`config.mk`:
```
export PLATFORM = sky130hd
export DESIGN_NAME = round_key_sequencer
export DESIGN_NICKNAME = d
export VERILOG_FILES = /design/src/rtl/aes_pkg.sv /design/src/rtl/round_key_sequencer.sv
export SDC_FILE = /design/constraint.sdc
export NUM_CORES = 1
export LEC_CHECK = 0
export ABC_AREA = 1
export BUFFER_PORTS_ARGS = -buffer_cell sky130_fd_sc_hd__buf_2
export CORE_AREA = 2 2 76 151
export DETAILED_ROUTE_END_ITERATION = 16
export DIE_AREA = 0 0 78 153
export HOLD_SLACK_MARGIN = 0.08
export PLACE_DENSITY = 0.83
export SLEW_MARGIN = 20
export SYNTH_ARGS = -nofsm -noshare
export SYNTH_HDL_FRONTEND = slang
export SYNTH_SLANG_ARGS = --single-unit
export TNS_END_PERCENT = 30
```
`constraint.sdc`:
```
create_clock -name clk -period 4.45 [get_ports clk]
set_input_delay 0.2225 -clock clk [delete_from_list [all_inputs] [get_ports clk]]
set_output_delay 0.2225 -clock clk [all_outputs]
set_load 0.03 [all_outputs]
```
`src/rtl/aes_pkg.sv`:
```
// Shared AES key-path constants: widths, round count and the round-key
// sequencer state encoding.
package aes_pkg;

  localparam int AES_KEY_W      = 128;
  localparam int AES_ADDR_W     = 4;
  localparam int AES_NUM_ROUNDS = 10;

  localparam logic [1:0] ST_IDLE    = 2'd0;
  localparam logic [1:0] ST_FETCH   = 2'd1;
  localparam logic [1:0] ST_PRESENT = 2'd2;
  localparam logic [1:0] ST_FIN     = 2'd3;

endpackage

```
`src/rtl/round_key_sequencer.sv`:
```
// Walks the round-key memory in encrypt or decrypt order and streams each
// registered key, tagged with its round index and a last flag, over valid/ready.
//
// state   | meaning
// IDLE    | waiting for start; outputs quiet
// FETCH   | first key being captured from the memory
// PRESENT | key_out valid; next key captured on each handshake
// FIN     | final key accepted; done pulses, then back to IDLE
module round_key_sequencer
  import aes_pkg::*;
#(
  parameter int NUM_ROUNDS = AES_NUM_ROUNDS,
  parameter int KEY_W      = AES_KEY_W,
  parameter int ADDR_W     = AES_ADDR_W
) (
  input  logic              clk,
  input  logic              rst,
  input  logic              start,
  input  logic              decrypt,
  output logic [ADDR_W-1:0] mem_addr,
  input  logic [KEY_W-1:0]  mem_data,
  output logic [KEY_W-1:0]  key_out,
  output logic              key_valid,
  input  logic              key_ready,
  output logic [ADDR_W-1:0] key_round,
  output logic              key_last,
  output logic              busy,
  output logic              done
);

  localparam logic [ADDR_W-1:0] LAST_ADDR = ADDR_W'(NUM_ROUNDS);
  localparam logic [ADDR_W-1:0] ONE       = ADDR_W'(1);

  logic [1:0]        state_q, state_d;
  logic [ADDR_W-1:0] ptr_q, ptr_d;
  logic              dir_q, dir_d;
  logic [KEY_W-1:0]  key_q, key_d;
  logic [ADDR_W-1:0] round_q, round_d;
  logic              last_q, last_d;
  logic              valid_q, valid_d;

  logic [ADDR_W-1:0] end_ptr;
  logic [ADDR_W-1:0] ptr_step;
  logic              at_end;
  logic              capture;

  // The pointer clamps at the end address so it never leaves 0..NUM_ROUNDS.
  assign end_ptr  = dir_q ? '0 : LAST_ADDR;
  assign at_end   = (ptr_q == end_ptr);
  assign ptr_step = at_end ? ptr_q : (dir_q ? ptr_q - ONE : ptr_q + ONE);

  always_comb begin
    state_d = state_q;
    ptr_d   = ptr_q;
    dir_d   = dir_q;
    key_d   = key_q;
    round_d = round_q;
    last_d  = last_q;
    valid_d = valid_q;
    capture = 1'b0;

    case (state_q)
      ST_IDLE: begin
        valid_d = 1'b0;
        if (start) begin
          dir_d   = decrypt;
          ptr_d   = decrypt ? LAST_ADDR : '0;
          state_d = ST_FETCH;
        end
      end
      ST_FETCH: begin
        capture = 1'b1;
        state_d = ST_PRESENT;
      end
      ST_PRESENT: begin
        if (valid_q && key_ready) begin
          if (last_q) begin
            valid_d = 1'b0;
            state_d = ST_FIN;
          end else begin
            capture = 1'b1;
          end
        end
      end
      ST_FIN: begin
        state_d = ST_IDLE;
      end
      default: begin
        valid_d = 1'b0;
        state_d = ST_IDLE;
      end
    endcase

    if (capture) begin
      key_d   = mem_data;
      round_d = ptr_q;
      last_d  = at_end;
      valid_d = 1'b1;
      ptr_d   = ptr_step;
    end
  end

  always_ff @(posedge clk) begin
    if (rst) begin
      state_q <= ST_IDLE;
      ptr_q   <= '0;
      dir_q   <= 1'b0;
      key_q   <= '0;
      round_q <= '0;
      last_q  <= 1'b0;
      valid_q <= 1'b0;
    end else begin
      state_q <= state_d;
      ptr_q   <= ptr_d;
      dir_q   <= dir_d;
      key_q   <= key_d;
      round_q <= round_d;
      last_q  <= last_d;
      valid_q <= valid_d;
    end
  end

  assign mem_addr  = ptr_q;
  assign key_out   = key_q;
  assign key_valid = valid_q;
  assign key_round = round_q;
  assign key_last  = last_q;
  assign busy      = (state_q == ST_FETCH) || (state_q == ST_PRESENT);
  assign done      = (state_q == ST_FIN);

endmodule

```
==> results.py, run 1 <==
metrics = {
    "yosys": {
        "ys_warn_count": 0,
        "yosysTopAreaCell": "dfxtp_1",
        "synthesis.nets": 795,
        "synth_cell_types": 19,
        "seq_area_frac_synth_pct": 55.6,
        "synth-seq-cells": 141,
        "netlist_instances": 654,
        "synth_top_area_share_pct": 55.6,
        "synth.area.top_cells": "dfxtp_1, nor2_1, o21ai_0",
        "syn_area_um2": 5080,
        "avgSynthCellArea_um2": 7.76,
    },
    "timing": {
        "rsz0062_at_grt": "no",
        "hold_viol_final": 0,
        "worstMarginPinSlew_ps": 897,
        "fin_skew_ps": 6.14,
        "finalSetupTns_ps": 0,
        "drv_slew": 0,
        "period_needed_ps": 2530,
        "maxSlewHeadroom_pct": 40.2,
        "fin_crit_sh_pct": 56.9,
        "report.final.setup_viol": 0,
        "fmax_ghz": 0.395,
        "layout_setup_ws_ps": 1920,
    },
    "worst_setup_path": {
        "cp_data_required_time_ps": 4780,
        "critPathCaptureType": "register",
        "start_kind": "register",
        "worst_ep_arrival_time_ps": 2860,
        "r2r_start": "state_q[0]",
        "worstSetupPathType": "reg -> reg",
        "cp-startpoint": "state_q[0]",
        "path_max_fanout": 101,
    },
    "cells_and_area": {
        "fillers": 717,
        "final_common_cell": "buf_2",
        "area_growth_syn_to_layout_pct": 60.8,
        "antenna_cells": 0,
        "drive_above_1_share_pct": 30.2,
        "multi_input_area_um2": 2020,
        "nets": 1158,
        "regArea_um2": 2820,
        "layout_common_cells": "buf_2, nor2_1, dfxtp_1",
    },
    "clock_network": {
        "cts_resized": 0,
        "post_cts_buffers": 0,
        "clock_path_buffers": 2,
        "cts_buffers": 17,
        "root_buffer": "clkbuf_16",
        "htreeDepth": 4,
        "cts_sinks": 141,
        "clock_latency_ps": 410,
        "path_clk_slew_ps": 60,
        "cts_tree": "done",
        "cts_hold_buf": 110,
    },
    "grt": {
        "grt_pass1_wl_um": 28200,
        "grt_overflow": 0,
        "track_usage_pct": 29.7,
        "grt_pass1_vias": 5839,
        "antenna_found_initial": 0,
        "grt_max_degree": 102,
    },
    "pwr": {
        "vdd_drop_max_v": 0.000459,
        "p_leak_nw": 3.89,
        "sequentialPowerShare_pct": 34.3,
        "switching_share_pct": 40.6,
        "power_density_nw_per_um2": 637,
        "power.internal_mw": 3.09,
        "combPwrFrac_pct": 38.1,
        "total_power_mw": 5.20,
        "clkPwrFrac_pct": 27.6,
        "switching_power_mw": 2.11,
    },
    "die": {
        "die_w_um": 78,
        "row_count": 54,
        "ios": 273,
        "die-area_um2": 11900,
        "die_height_um": 153,
        "core-area_um2": 10800,
        "start_util_pct": 47.0,
    },
    "placed_design": {
        "port_buffers": 272,
        "dp_slack_ps": 1970,
        "dpl.hpwl_um": 9720,
        "routabilityCongestion": 0.852,
    },
    "routing": {
        "drtAntennaViolNets": 0,
        "drt_pass1_iterations": 5,
        "drc": 0,
        "wl_per_cell_um": 15.2,
        "drt_iter0_markers": 340,
        "finalWirelength_um": 17800,
        "viasPerCell": 5.03,
        "dr_total_vias": 5887,
    },
    "min_path": {
        "worstHoldStart": "mem_data[84]",
        "hold_class": "in -> reg",
    },
    "status": {
        "outcome": "finished, final reports clean",
    },
    "job": {
        "maxCapViolCount": 0,
    },
}
## power by group through the flow
stage                     sequential [mW]  clock [mW]  combinational [mW]
after global placement               1.77           0                1.83
final                                1.78        1.43                1.98
after global routing                 1.82        1.50                2.15
after CTS                            1.77        1.46                1.94
after detailed placement             1.79           0                1.85
after floorplan                      2.44           0               0.674
## worst max-delay path, cell delays in order (launching register included)
cell and delay [ps]:
dfxtp_1 380, inv_1 80, ha_1 250, inv_2 60
nor2_1 40, nand2_1 120, nand2_1 100, nand2_4 650
buf_4 460, o21ai_0 130, nor2_1 160
## cell families after synthesis
group	synth area share, %
AOI/OAI and AO/OA	15.0
xor gates and xnor gates	0.173
adders and majority gates	2.12
buffers and inverters	4.83
DFF	55.6
and+or+nand+nor	22.3
## final cells by class
class                      count  share of cell area (%)
clock buffer                  20                    5.35
clock inverter                12                    1.99
inverter                      13                   0.598
multi-input combinational    457                    24.7
sequential                   141                    34.6
tap                          140                    2.15
timing repair buffer         387                    30.6
## flip-flops by register name (all words and copies together) (netlist names)
signal,flops
dir_q,1
mem_addr,4
state_q,2
key_valid,1
key_last,1
key_round,4
key_out,128
## final timing paths
check                               endpoint  slack (ps)  cells after the start
worst max-delay path            key_out[108]        1920                     10
worst max register to register  key_out[108]        1920                     10
worst min register to register   key_out[31]         470                      2
worst min-delay path             key_out[84]          80                      3
## synthesized netlist by cell type
master and n:
a21oi_4 1, nand2_1 26, nor3_1 1, fa_1 1
dfxtp_1 141, buf_4 6, ha_1 7, buf_2 10
inv_1 11, inv_2 1, nand3_1 5, clkinv_1 1
o211ai_1 1, or2_2 1, o21ai_0 136, a21oi_1 11
clkbuf_1 27, xnor2_1 1, nor2_1 266
## stage by stage
stage / cell area (um^2) / hold slack, ps / util (%) / std cells
after CTS: 8160 / 80.0 / 75.5 / 1170
after global routing: 8160 / 83.4 / 75.5 / 1170
after floorplan: 5080 / 292 / - / 654
final: 8160 / 83.1 / 75.5 / 1170
after detailed placement: 6460 / 466 / 59.8 / 1028
after global placement: 6460 / 456 / 59.8 / 1028
## per-layer routing
layer / vias up / share of wire [%] / GRT usage (%)
met5: - / 0 / 0
met4: 0 / 5.0 / 17.5
met3: 78 / 5.7 / 6.85
met2: 289 / 54 / 53.4
met1: 2707 / 36 / 30.7
li1: 2813 / - / -
No activity file was read; power rests on OpenSTA's default activity.
==> inputs of run 2 (changes only) <==
--- a/config.mk
+++ b/config.mk
@@ -7,11 +7,11 @@
 export LEC_CHECK = 0
 export ABC_AREA = 1
 export BUFFER_PORTS_ARGS = -buffer_cell sky130_fd_sc_hd__buf_2
-export CORE_AREA = 2 2 76 151
+export CORE_AREA = 2 2 79 157
 export DETAILED_ROUTE_END_ITERATION = 16
-export DIE_AREA = 0 0 78 153
+export DIE_AREA = 0 0 81 159
 export HOLD_SLACK_MARGIN = 0.08
-export PLACE_DENSITY = 0.83
+export PLACE_DENSITY = 0.78
 export SLEW_MARGIN = 20
 export SYNTH_ARGS = -nofsm -noshare
 export SYNTH_HDL_FRONTEND = slang
==> constraint.sdc (replaced) <==
create_clock -name clk -period 2.5 [get_ports clk]
set_input_delay 0.125 -clock clk [delete_from_list [all_inputs] [get_ports clk]]
set_output_delay 0.125 -clock clk [all_outputs]
set_load 0.03 [all_outputs]
==> results.py, run 2 (synthesis results as in run 1) <==
metrics = {
    "status": {
        "outcome": "finished, final reports clean",
    },
    "clock_network": {
        "cts_sinks": 141,
        "cts_buffers": 17,
        "root_buffer": "clkbuf_16",
        "cts_tree": "done",
        "clock_latency_ps": 410,
        "post_cts_buffers": 0,
        "clock_path_buffers": 2,
        "path_clk_slew_ps": 60,
        "htreeDepth": 4,
    },
    "timing": {
        "report.final.setup_viol": 0,
        "period_needed_ps": 2110,
        "fmax_ghz": 0.475,
        "hold_viol_final": 0,
        "drv_slew": 0,
        "maxSlewHeadroom_pct": 70.8,
        "finalSetupTns_ps": 0,
        "worstMarginPinSlew_ps": 438,
        "rsz0062_at_grt": "no",
        "fin_skew_ps": 7.00,
        "fin_crit_sh_pct": 84.3,
    },
    "placed_design": {
        "port_buffers": 272,
        "routabilityCongestion": 0.871,
        "dpl.hpwl_um": 10400,
        "place_inst": 1036,
    },
    "worst_setup_path": {
        "critical_path_buf_inv_count": 3,
        "crit_slowest_cell": "buf_4",
        "cp_top_family": "simple AND/OR/NAND/NOR gates",
        "critical-path-max-stage-delay_ps": 420,
        "r2r_start": "state_q[0]",
        "reg2reg_depth": 10,
        "worstSetupPathType": "reg -> reg",
        "cp_data_required_time_ps": 2850,
        "critPathCaptureType": "register",
        "path_cells": "inv_1 > ha_1 > inv_2 > nor2_1 > nand2_1 > nand2_1 > nand2_4 > buf_4 > o21ai_0 > nor2_1",
        "start_kind": "register",
        "worstReg2RegEnd": "key_out[39]",
        "worst_ep_arrival_time_ps": 2450,
        "r2r_setup_slack_ps": 390,
        "path_max_fanout": 45,
    },
    "grt": {
        "track_usage_pct": 28.4,
        "antenna_found_initial": 0,
        "grt_overflow": 0,
        "grt_pass1_vias": 5969,
        "grt_max_degree": 82,
        "grt_pass1_wl_um": 28400,
    },
    "routing": {
        "drc": 0,
        "dr_total_vias": 5853,
        "finalWirelength_um": 18300,
        "viasPerCell": 4.88,
        "wl_per_cell_um": 15.2,
        "drt_iter0_markers": 278,
        "drtAntennaViolNets": 0,
        "drt_pass1_iterations": 4,
    },
    "job": {
        "maxCapViolCount": 0,
    },
    "die": {
        "ios": 273,
        "core-area_um2": 11600,
        "die_w_um": 81,
        "die-area_um2": 12900,
        "start_util_pct": 43.6,
        "die_height_um": 159,
        "row_count": 56,
    },
    "min_path": {
        "hold_class": "in -> reg",
        "hold_end": "state_q[0]",
        "worstHoldStart": "key_ready",
        "min_path_cells": 5,
    },
    "pwr": {
        "power.internal_mw": 5.51,
        "switching_share_pct": 40.8,
        "combPwrFrac_pct": 38.4,
        "p_leak_nw": 4.02,
        "sequentialPowerShare_pct": 34.0,
        "power_density_nw_per_um2": 1100,
        "switching_power_mw": 3.79,
        "vdd_drop_max_v": 0.000963,
        "clkPwrFrac_pct": 27.6,
    },
    "cells_and_area": {
        "area_growth_syn_to_layout_pct": 66.4,
        "nets": 1182,
        "final_common_cell": "buf_2",
        "drive_above_1_share_pct": 30.1,
        "layout_common_cells": "buf_2, nor2_1, dfxtp_1",
        "instances_no_fill": 1199,
        "antenna_cells": 0,
        "largest_reg_flops": 128,
    },
}
## run 2: cell types whose count changed in the layout (fill, tap and decap cells not counted)
| cell | previous run | this run |
|---|---|---|
| clkinv_4 | 1 | 4 |
| clkbuf_1 | 3 | 0 |
| bufinv_16 | 3 | 2 |
| inv_6 | 3 | 5 |
| clkbuf_8 | 0 | 2 |
| dlygate4sd3_1 | 110 | 131 |
| buf_12 | 0 | 3 |
| clkinvlp_4 | 5 | 2 |
## run 2: final cells by class
type	instances	area, um^2
timing repair buffer	411	2770
inverter	13	48.8
multi-input combinational	457	2020
fill	829	3190
tap	145	181
sequential	141	2820
clock inverter	13	154
clock buffer	19	453
## run 2: power groups by stage
stage	clock network (mW)	logic [mW]	registers (mW)
2_1_floorplan	0	1.20	4.33
4_1_cts	2.61	3.51	3.14
5_1_grt	2.69	3.89	3.23
3_3_place_gp	0	3.30	3.16
6_report	2.56	3.57	3.16
3_5_place_dp	0	3.34	3.18
## run 2: layer usage
layer,part of all wire (%),GRT usage (%)
met5,0,0
met3,6.1,6.46
met1,34,27.5
met4,6.3,19.0
met2,54,51.0
## run 2: worst max path at each step
stage | slack [ps] | end | cells after the start | from
2_1_floorplan | 780 | key_out[40] | 8 | state_q[0]
3_3_place_gp | 570 | key_out[51] | 10 | state_q[0]
3_5_place_dp | 500 | key_out[40] | 10 | state_q[0]
4_1_cts | 480 | key_out[40] | 10 | state_q[0]
5_1_grt | 210 | key_out[27] | 10 | state_q[0]
6_report | 390 | key_out[39] | 10 | state_q[0]
## run 2: stage by stage
step | total power, mW | hold slack (ps) | instance area, um^2 | setup WS (ps) | utilization (%)
CTS | 9.26 | 174 | 8450 | 484 | 72.6
global placement | 6.46 | 370 | 6530 | 572 | 56.1
floorplan | 5.53 | 194 | 5080 | 785 | -
global route | 9.81 | 237 | 8450 | 209 | 72.6
detailed placement | 6.52 | 381 | 6530 | 498 | 56.1
finish | 9.30 | 187 | 8450 | 393 | 72.6
## run 2: worst min-delay path, cell delays in order
cell      delay [ps]
buf_2             90
nand2_1           80
a21oi_1          100
o211ai_1          90
a21oi_1           60
## run 2: what timing repair did
action,CTS,global route
hold buffers,131,0
resized for setup,0,0
hold endpoints to repair,134,0
